--- src/rtl/jpeg_stream_pkg.sv ---
// Shared state encoding and marker constants for the JPEG output sequencer.
// Restart states exist only when JPEG_RESTART_MARKERS_EN is defined.
package jpeg_stream_pkg;

  localparam logic [7:0] MARKER_PREFIX = 8'hFF;
  localparam logic [7:0] MARKER_EOI    = 8'hD9;
  localparam logic [7:0] MARKER_RST0   = 8'hD0;

  typedef enum logic [3:0] {
    ST_IDLE,
    ST_HDR,
    ST_SCAN,
    ST_DRAIN,
    ST_EOI_FF,
    ST_EOI_D9
`ifdef JPEG_RESTART_MARKERS_EN
    ,
    ST_RST_DRAIN,
    ST_RST_FF,
    ST_RST_MK
`endif
  } seq_state_e;

  function automatic logic [7:0] rst_marker(input logic [2:0] idx);
    return MARKER_RST0 | {5'b00000, idx};
  endfunction

endpackage

--- src/rtl/stream_quiet_timer.sv ---
// Counts consecutive idle stuffer cycles while armed; drained is a registered
// flag raised one cycle after the count reaches QUIET.
module stream_quiet_timer #(
  parameter int unsigned QUIET = 4
) (
  input  logic clock,
  input  logic reset,
  input  logic clear,
  input  logic activity,
  input  logic arm,
  output logic drained
);

  localparam int unsigned CW = $clog2(QUIET + 1);
  localparam logic [CW-1:0] QUIET_MAX = CW'(QUIET);

  logic [CW-1:0] quiet_cnt;

  always_ff @(posedge clock) begin
    if (reset || clear) begin
      quiet_cnt <= '0;
      drained   <= 1'b0;
    end else if (arm) begin
      if (activity) begin
        quiet_cnt <= '0;
        drained   <= 1'b0;
      end else begin
        if (quiet_cnt != QUIET_MAX) quiet_cnt <= quiet_cnt + 1'b1;
        drained <= (quiet_cnt == QUIET_MAX);
      end
    end
  end

endmodule

--- src/rtl/jpeg_stream_sequencer.sv ---
// JPEG output scheduler: header ROM, stuffed scan pass-through, EOI marker.
// Restart-marker insertion is built only with JPEG_RESTART_MARKERS_EN defined.
module jpeg_stream_sequencer
  import jpeg_stream_pkg::*;
#(
  parameter int unsigned HDR_LEN = 623,
  parameter int unsigned HDR_AW  = 10,
  parameter int unsigned QUIET   = 4
) (
  input  logic              clock,
  input  logic              reset,
  input  logic              frame_start,
  output logic [HDR_AW-1:0] hdr_addr,
  input  logic [7:0]        hdr_data,
  input  logic              scan_valid,
  input  logic [7:0]        scan_data,
  input  logic              scan_done,
  input  logic              rst_req,
  output logic              rst_ack,
  output logic              out_valid,
  output logic [7:0]        out_data,
  output logic              busy,
  output logic              frame_done,
  output logic              error
);

  localparam logic [HDR_AW:0] HDR_LAST = (HDR_AW + 1)'(HDR_LEN);

  seq_state_e state, next_state;
  logic [HDR_AW:0] hdr_cnt;
  logic drain_arm, drained, pass_st;
  logic valid_d, ack_d, done_d, err_d;
  logic [7:0] data_d;

`ifdef JPEG_RESTART_MARKERS_EN
  logic [2:0] rst_idx;
  assign drain_arm = (state == ST_DRAIN) || (state == ST_RST_DRAIN);
`else
  logic unused_rst_req;
  assign unused_rst_req = rst_req;
  assign drain_arm = (state == ST_DRAIN);
`endif

  assign pass_st  = (state == ST_SCAN) || drain_arm;
  // hdr_cnt runs one ahead of the emitted byte to cover the ROM read latency
  assign hdr_addr = hdr_cnt[HDR_AW-1:0];

  stream_quiet_timer #(.QUIET(QUIET)) u_quiet (
    .clock    (clock),
    .reset    (reset),
    .clear    (!drain_arm),
    .activity (scan_valid),
    .arm      (drain_arm),
    .drained  (drained)
  );

  always_ff @(posedge clock) begin
    if (reset) state <= ST_IDLE;
    else       state <= next_state;
  end

  always_comb begin
    next_state = state;
    case (state)
      ST_IDLE:   if (frame_start) next_state = ST_HDR;
      ST_HDR:    if (hdr_cnt == HDR_LAST) next_state = ST_SCAN;
      ST_SCAN: begin
        if (scan_done) next_state = ST_DRAIN;
`ifdef JPEG_RESTART_MARKERS_EN
        else if (rst_req) next_state = ST_RST_DRAIN;
`endif
      end
      ST_DRAIN:  if (drained && !scan_valid) next_state = ST_EOI_FF;
      ST_EOI_FF: next_state = ST_EOI_D9;
      ST_EOI_D9: next_state = ST_IDLE;
`ifdef JPEG_RESTART_MARKERS_EN
      ST_RST_DRAIN: if (drained && !scan_valid) next_state = ST_RST_FF;
      ST_RST_FF:    next_state = ST_RST_MK;
      ST_RST_MK:    next_state = ST_SCAN;
`endif
      default:   next_state = ST_IDLE;
    endcase
  end

  // Marker bytes are keyed on the state being entered so they register on entry.
  always_comb begin
    valid_d = 1'b0;
    data_d  = 8'h00;
    ack_d   = 1'b0;
    done_d  = 1'b0;
    err_d   = error;
    if (scan_valid && !pass_st) err_d = 1'b1;
    case (next_state)
      ST_EOI_FF: begin valid_d = 1'b1; data_d = MARKER_PREFIX; end
      ST_EOI_D9: begin valid_d = 1'b1; data_d = MARKER_EOI; end
`ifdef JPEG_RESTART_MARKERS_EN
      ST_RST_FF: begin valid_d = 1'b1; data_d = MARKER_PREFIX; end
      ST_RST_MK: begin valid_d = 1'b1; data_d = rst_marker(rst_idx); ack_d = 1'b1; end
`endif
      default: begin
        if ((state == ST_HDR) && (hdr_cnt != '0)) begin
          valid_d = 1'b1;
          data_d  = hdr_data;
        end else if (pass_st) begin
          valid_d = scan_valid;
          data_d  = scan_data;
        end
        done_d = (state == ST_EOI_D9);
      end
    endcase
  end

  always_ff @(posedge clock) begin
    if (reset) begin
      out_valid  <= 1'b0;
      out_data   <= '0;
      rst_ack    <= 1'b0;
      frame_done <= 1'b0;
      error      <= 1'b0;
      busy       <= 1'b0;
      hdr_cnt    <= '0;
    end else begin
      out_valid  <= valid_d;
      out_data   <= data_d;
      rst_ack    <= ack_d;
      frame_done <= done_d;
      error      <= err_d;
      busy       <= (next_state != ST_IDLE);
      hdr_cnt    <= ((state == ST_HDR) && (next_state == ST_HDR)) ? hdr_cnt + 1'b1 : '0;
    end
  end

`ifdef JPEG_RESTART_MARKERS_EN
  always_ff @(posedge clock) begin
    if (reset)                                rst_idx <= '0;
    else if ((state == ST_IDLE) && frame_start) rst_idx <= '0;
    else if (state == ST_RST_FF)              rst_idx <= rst_idx + 1'b1;
  end
`endif

endmodule

--- config.mk ---
export PLATFORM = sky130hd
export DESIGN_NAME = jpeg_stream_sequencer
export DESIGN_NICKNAME = d
export VERILOG_FILES = /design/src/rtl/jpeg_stream_pkg.sv /design/src/rtl/stream_quiet_timer.sv /design/src/rtl/jpeg_stream_sequencer.sv
export SDC_FILE = /design/constraint.sdc
export NUM_CORES = 1
export LEC_CHECK = 0
export CORE_MARGIN = 5
export CORE_UTILIZATION = 49
export CTS_BUF_LIST = sky130_fd_sc_hd__clkbuf_16
export DETAILED_ROUTE_END_ITERATION = 6
export PLACE_DENSITY = 0.84
export SYNTH_ARGS = -nofsm -noshare
export SYNTH_HDL_FRONTEND = slang
export SYNTH_SLANG_ARGS = --single-unit
--- constraint.sdc ---
create_clock -name clock -period 2.75 [get_ports clock]
set_input_delay 0.275 -clock clock [delete_from_list [all_inputs] [get_ports clock]]
set_output_delay 0.275 -clock clock [all_outputs]
set_load 0.02 [all_outputs]
# After elaboration in Yosys (flattened, before gate mapping)
# Index checks and enable logic that the tools add are counted.
[word_totals] regBits=31 latch_bits=0 mem_bits_rw=0 rom_bits=0 in_bits=22 output_inout_bits=23 wordCells=54 n_memories=0
[classes] add_sub_neg=2 n_mul=0 div=0 n_lt_le_gt_ge=0 n_eq_ne=11 shift=0 mux=14 n_bitwise=1 n_reduce_logical=17
[ops] operator="$pmux 4 s5" count=1
[ops] operator="$eq 4x3->1 const B" count=4
[ops] operator="$mux 4" count=4
[ops] operator="$mux 8" count=2
[ops] operator="$pmux 8 s2" count=1
[ops] operator="$add 11x1->11 const B" count=1
[ops] operator="$eq 11x10->1 const B" count=1
[ops] operator="$reduce_bool 11->1" count=1
[ops] operator="$eq 4x1->1 const B" count=2
[ops] operator="$eq 4x2->1 const B" count=2
[ops] operator="$mux 3" count=2
[ops] operator="$logic_and 1x1->1" count=4
[ops] operator="$logic_not 4->1" count=1
[ops] operator="$mux 1" count=4
[ops] operator="$reduce_bool 4->1" count=1
[ops] operator="$reduce_or 2->1" count=2
[ops] operator="$add 3x1->3 const B" count=1
[ops] operator="$eq 3x3->1 const B" count=1
[ops] operator="$logic_not 1->1" count=3
[ops] operator="$ne 3x3->1 const B" count=1
[ops] operator="$reduce_or 3->1" count=1
[ops] operator="$logic_or 1x1->1" count=2
[ops] operator="$reduce_and 2->1" count=1
[ops] operator="$reduce_bool 2->1" count=1
[ops] operator="$not 1->1" count=1

# Depth between registers and ports, before layout
[logic_depth] word_depth=8 ltp_mapped=5 mapped_depth_nobuf=5

# By module
# Synthesis repeated with hierarchy kept, for this count alone.
[unflattened] cells_unflattened=167 hier_area_um2=1536.5
[modules_own_cells] module="jpeg_stream_sequencer" instances=1 cells_per_inst=143 area_each_um2=1308.8 seq_area_each_um2=540.5
[modules_own_cells] module="stream_quiet_timer" instances=1 cells_per_inst=24 area_each_um2=227.7 seq_area_each_um2=80.1

# Worst setup path before layout
# Ideal clock, no wire load.
[synth_path] path_type="reg2reg" start="register hdr_cnt[4]" end="register state[1]" setup_ps=75 arrival_time_ps=1527 setup_slack_ps=1147 stages_incl_launch_ff=4 n_path_buf=0 synth_period_minus_slack_ps=1603 cell_sequence="dfxtp_1 -> or4_4 -> or4_4 -> o22ai_2"
[synth_via] elab_chain_cells=3
[synth_rtl] element="start: declaration" line_no="jpeg_stream_sequencer.sv:30" text="logic [HDR_AW:0] hdr_cnt;"
[synth_rtl] element="start signal: assignment" line_no="jpeg_stream_sequencer.sv:129" text="hdr_cnt <= ((state == ST_HDR) && (next_state == ST_HDR)) ? hdr_cnt + 1'b1 : '0;"
[synth_rtl] element="$eq 11x10->1" line_no="jpeg_stream_sequencer.sv:66" text="ST_HDR: if (hdr_cnt == HDR_LAST) next_state = ST_SCAN;"
[synth_rtl] element="$mux 4" line_no="jpeg_stream_sequencer.sv:66"
[synth_rtl] element="$pmux 4 s5" line_no="jpeg_stream_sequencer.sv:64" text="case (state)"
[synth_rtl] element="end signal: assignment" line_no="jpeg_stream_sequencer.sv:59" text="else state <= next_state;"
[synth_rtl] element="end: declaration" line_no="jpeg_stream_sequencer.sv:29" text="seq_state_e state, next_state;"
# Every way passes these cells.
# A chain may end at the register's enable or synchronous reset.

# Worst setup path in the final report
[layout_path] start="register hdr_cnt[4]" end="register hdr_cnt[1]"
[layout_via] elab_chain_cells=7
[layout_rtl] element="$eq 11x10->1" line_no="jpeg_stream_sequencer.sv:66"
[layout_rtl] element="$mux 4" line_no="jpeg_stream_sequencer.sv:66"
[layout_rtl] element="$pmux 4 s5" line_no="jpeg_stream_sequencer.sv:64"
[layout_rtl] element="$eq 4x1->1" line_no="jpeg_stream_sequencer.sv:129"
[layout_rtl] element="$logic_and 1x1->1" line_no="jpeg_stream_sequencer.sv:129"
[layout_rtl] element="$not 1->1 (no line)"
[layout_rtl] element="$reduce_or 2->1 (no line)"
# Every way passes these cells.

==> impl_results.md <==
- I/O Buffers: 42
- #FFs+latches synth: 31
- Top Family by Delay on Critical Path: simple AND/OR/NAND/NOR gates
- Combinational group share of total power: 5.7%
- Slowest-stage cell, CP: or4_4
- RR Endpoint: hdr_cnt[1]
- Min-delay src: error
- Fin crit period: 1.79 ns
- Synth warnings: 0
- Largest family of logic cells by synthesized area: simple AND/OR/NAND/NOR gates
- Post-DP HPWL: 2500 um
- Arr. time, crit path: 1.92 ns
- Yosys top cell by area: dfxtp_1
- Largest net degree at the start of global routing: 23
- Layout Nets: 221
- Post-synthesis simple-gate area fraction: 22.8%
- Post-CTS Resized: 0
- Starting density of the core: 51.3%
- Area Growth Syn to Fin: 35.7%
- Sw frac: 19.2%
- Routed WL per cell: 15.1 um
- Cell Pwr Density: 520 nW/um^2
- R2r startpoint: hdr_cnt[4]
- Total GRT Usage: 17.8%
- Ant diodes: 0
- Hold Crit Class: reg2reg
- Netlist cell types: 37
- Max IR drop VDD: 0.478 mV
- Worst Tran Pin Value: 0.579 ns
- Compound-gate portion of the synthesized area: 16.3%
- Worst hold stages: 2
- Final setup violation count: 0
- TNS Setup: 0 ns
- Number of max-cap violations: 0
- Seq/Total Area, Yosys: 43.5%
- Setup Buffers After CTS: 0
- Largest cells by area after synthesis: dfxtp_1 (44%), buf_4 (5.8%), inv_1 (3.9%), nor3_1 (3.9%), o32ai_1 (3.7%)
- Post-layout instance area: 1940 um^2
- Post-Synth XOR/XNOR Area: 2.46%
- Cell chain of the critical path: or4_4, nor4_4, nor3b_1
- Async set-reset flop share out of synthesis: 0%
- Syn avg cell area: 8.97 um^2
- Clock power frac: 48.8%
- Sequential Power Share: 45.5%
- Fmax: 0.559 GHz
- Post-Synth Adder-Cell Area: 3.51%
- Die Height: 64.0 um
- Setup CP Type: reg2reg
- RSZ-0062 raised after global routing: false
- Netlist Area Pre-Place: 1430 um^2
- Sink Count: 31
- Final ANT Viol Nets: 0
- Reg2Reg Depth: 3
- Die W: 64.0 um
- Remaining Overflow, GRT: 0
- Most frequent cell after synthesis: dfxtp_1
- Hold-fix buffers, CTS: 0
- Synth Flop Type: dfxtp_1
- Bufs and invs on worst path: 0
- Post-synth EDFFs: 0
- CTS tree: done
- Crit. End Element: flop
- Post-synthesis mux area share: 0%
- CORE AREA: 2780 um^2
- Top post-synthesis cells by count: dfxtp_1 (31), inv_1 (15), buf_4 (11), nor3_1 (11)
- Cell-internal power: 813 uW
- First-pass GRT wire length: 5870 um
- Routed Wire Length: 3420 um
- Synth Instances: 159
- Root buffer cell: clkbuf_16
- Psw: 193 uW
- Register-to-register setup slack: 0.96 ns
- Cell area after placement: 1800 um^2
- Vias/cell: 5.58
- DRT iter0 DRCs: 38
- Crit path largest cell delay: 0.59 ns
- Worst skew pair latency: 0.27 ns
- Relative slew slack: 61.1%
- Critical path startpoint category: flop
- Period utilization: 65.1%
- Max Slew Vio Count: 0
- First-pass DRT Iterations: 4
- CP startpoint: hdr_cnt[4]
- CTS clk-pin slew, worst paths: 0.05 ns
- CP max FO: 10
- Req. time, crit path: 2.88 ns
- Routability cong.: 0.860
- Antenna violations before repair: 0
- Die area: 4090 um^2
- Vias in the first global route: 1271
- Fillcell total: 203
- Num CTS Buffers: 5
- Number of top-level design ports: 45
- Final hold vios: 0
- # DRC: 0
- # H-tree levels: 2
- Top-area cell type share of the netlist area: 43.5%
- Core Rows: 19
- Worst Skew: 0.00437 ns
- WHS Endpoint: error
- Status: finished, final reports clean
- Vias post-DR: 1262
- Static leakage: 0.000673 uW
- Clk buf depth: 2
- Share of post-route cells with drive strength above 1: 7.18%
[flip-flops by register name, indices dropped and copies added (netlist names)]
name / count
u_quiet.quiet_cnt: 3
u_quiet.drained: 1
frame_done: 1
busy: 1
state: 4
error: 1
out_valid: 1
out_data: 8
hdr_cnt: 11
[worst reg2reg max path, delay by kind of cell (launching register included)]
kind          cells  cell delay, ns
flops             1            0.37
simple gates      3            1.28
[placed cells by master (no fill, tap or decap), types with 2 or more instances in the layout]
master | synthesis | routed
conb_1 | 1 | 2
nor2_1 | 8 | 8
nor4b_1 | 2 | 2
nor3b_1 | 2 | 2
or4_4 | 2 | 2
nand2_1 | 8 | 8
o32ai_1 | 6 | 6
o31ai_1 | 6 | 6
o21ai_0 | 8 | 8
a211oi_1 | 5 | 5
nor3_1 | 11 | 11
nand4_1 | 2 | 2
a21oi_1 | 5 | 5
buf_4 | 11 | 2
or3_1 | 4 | 4
xnor2_1 | 2 | 2
clkdlybuf4s50_1 | 0 | 42
xor2_1 | 2 | 2
ha_1 | 4 | 4
dfxtp_1 | 31 | 31
nand2b_1 | 2 | 2
or4_1 | 2 | 2
inv_1 | 15 | 15
nand3_1 | 3 | 3
clkbuf_16 | 0 | 5
[cell families after synthesis]
group           after synthesis
simple gates                 54
compound gates               34
buf+inv                      31
flops                        31
xor+xnor                      4
fa+ha+maj                     4
other cells                   1
[final cells by class]
class | count | area, um^2 | share of cell area, %
inverter | 15 | 56.3 | 2.91
multi-input combinational | 98 | 651 | 33.6
timing repair buffer | 44 | 435 | 22.5
sequential | 31 | 621 | 32.1
clock inverter | 2 | 8.76 | 0.452
tap | 31 | 38.8 | 2.00
clock buffer | 5 | 125 | 6.46
[per-stage QoR]
stage	total power, uW	setup WS, ns	hold slack, ns	instances	util [%]
finish	1010	0.961	0.448	226	69.6
floorplan	486	1.15	0.344	160	-
global placement	522	0.987	0.437	219	64.8
global route	1040	0.839	0.502	226	69.6
detailed placement	523	0.926	0.452	219	64.8
CTS	1020	0.962	0.459	226	69.6
[power groups by stage]
stage               Combinational (uW)  Clock [uW]  Sequential (uW)
detailed placement                56.5           0              466
finish                            57.5         492              458
global route                      62.4         522              458
global placement                  55.7           0              466
CTS                               57.7         503              457
floorplan                         18.2           0              468
[per-layer routing]
layer | GRT usage, % | vias up | wire length [um]
li1 | - | 628 | -
met1 | 18.8 | 576 | 1350
met2 | 31.0 | 46 | 1700
met3 | 5.43 | 12 | 240
met4 | 10.4 | 0 | 125
met5 | 0 | - | 0
[worst max-delay path by stage]
stage / end / slack [ns] / cells after the start
CTS: hdr_cnt[1] / 0.96 / 3
floorplan: state[1] / 1.15 / 3
detailed placement: out_data[4] / 0.93 / 5
finish: hdr_cnt[1] / 0.96 / 3
global placement: out_data[0] / 0.99 / 5
global route: hdr_cnt[4] / 0.84 / 4
Power figures use the tool's default switching activity.
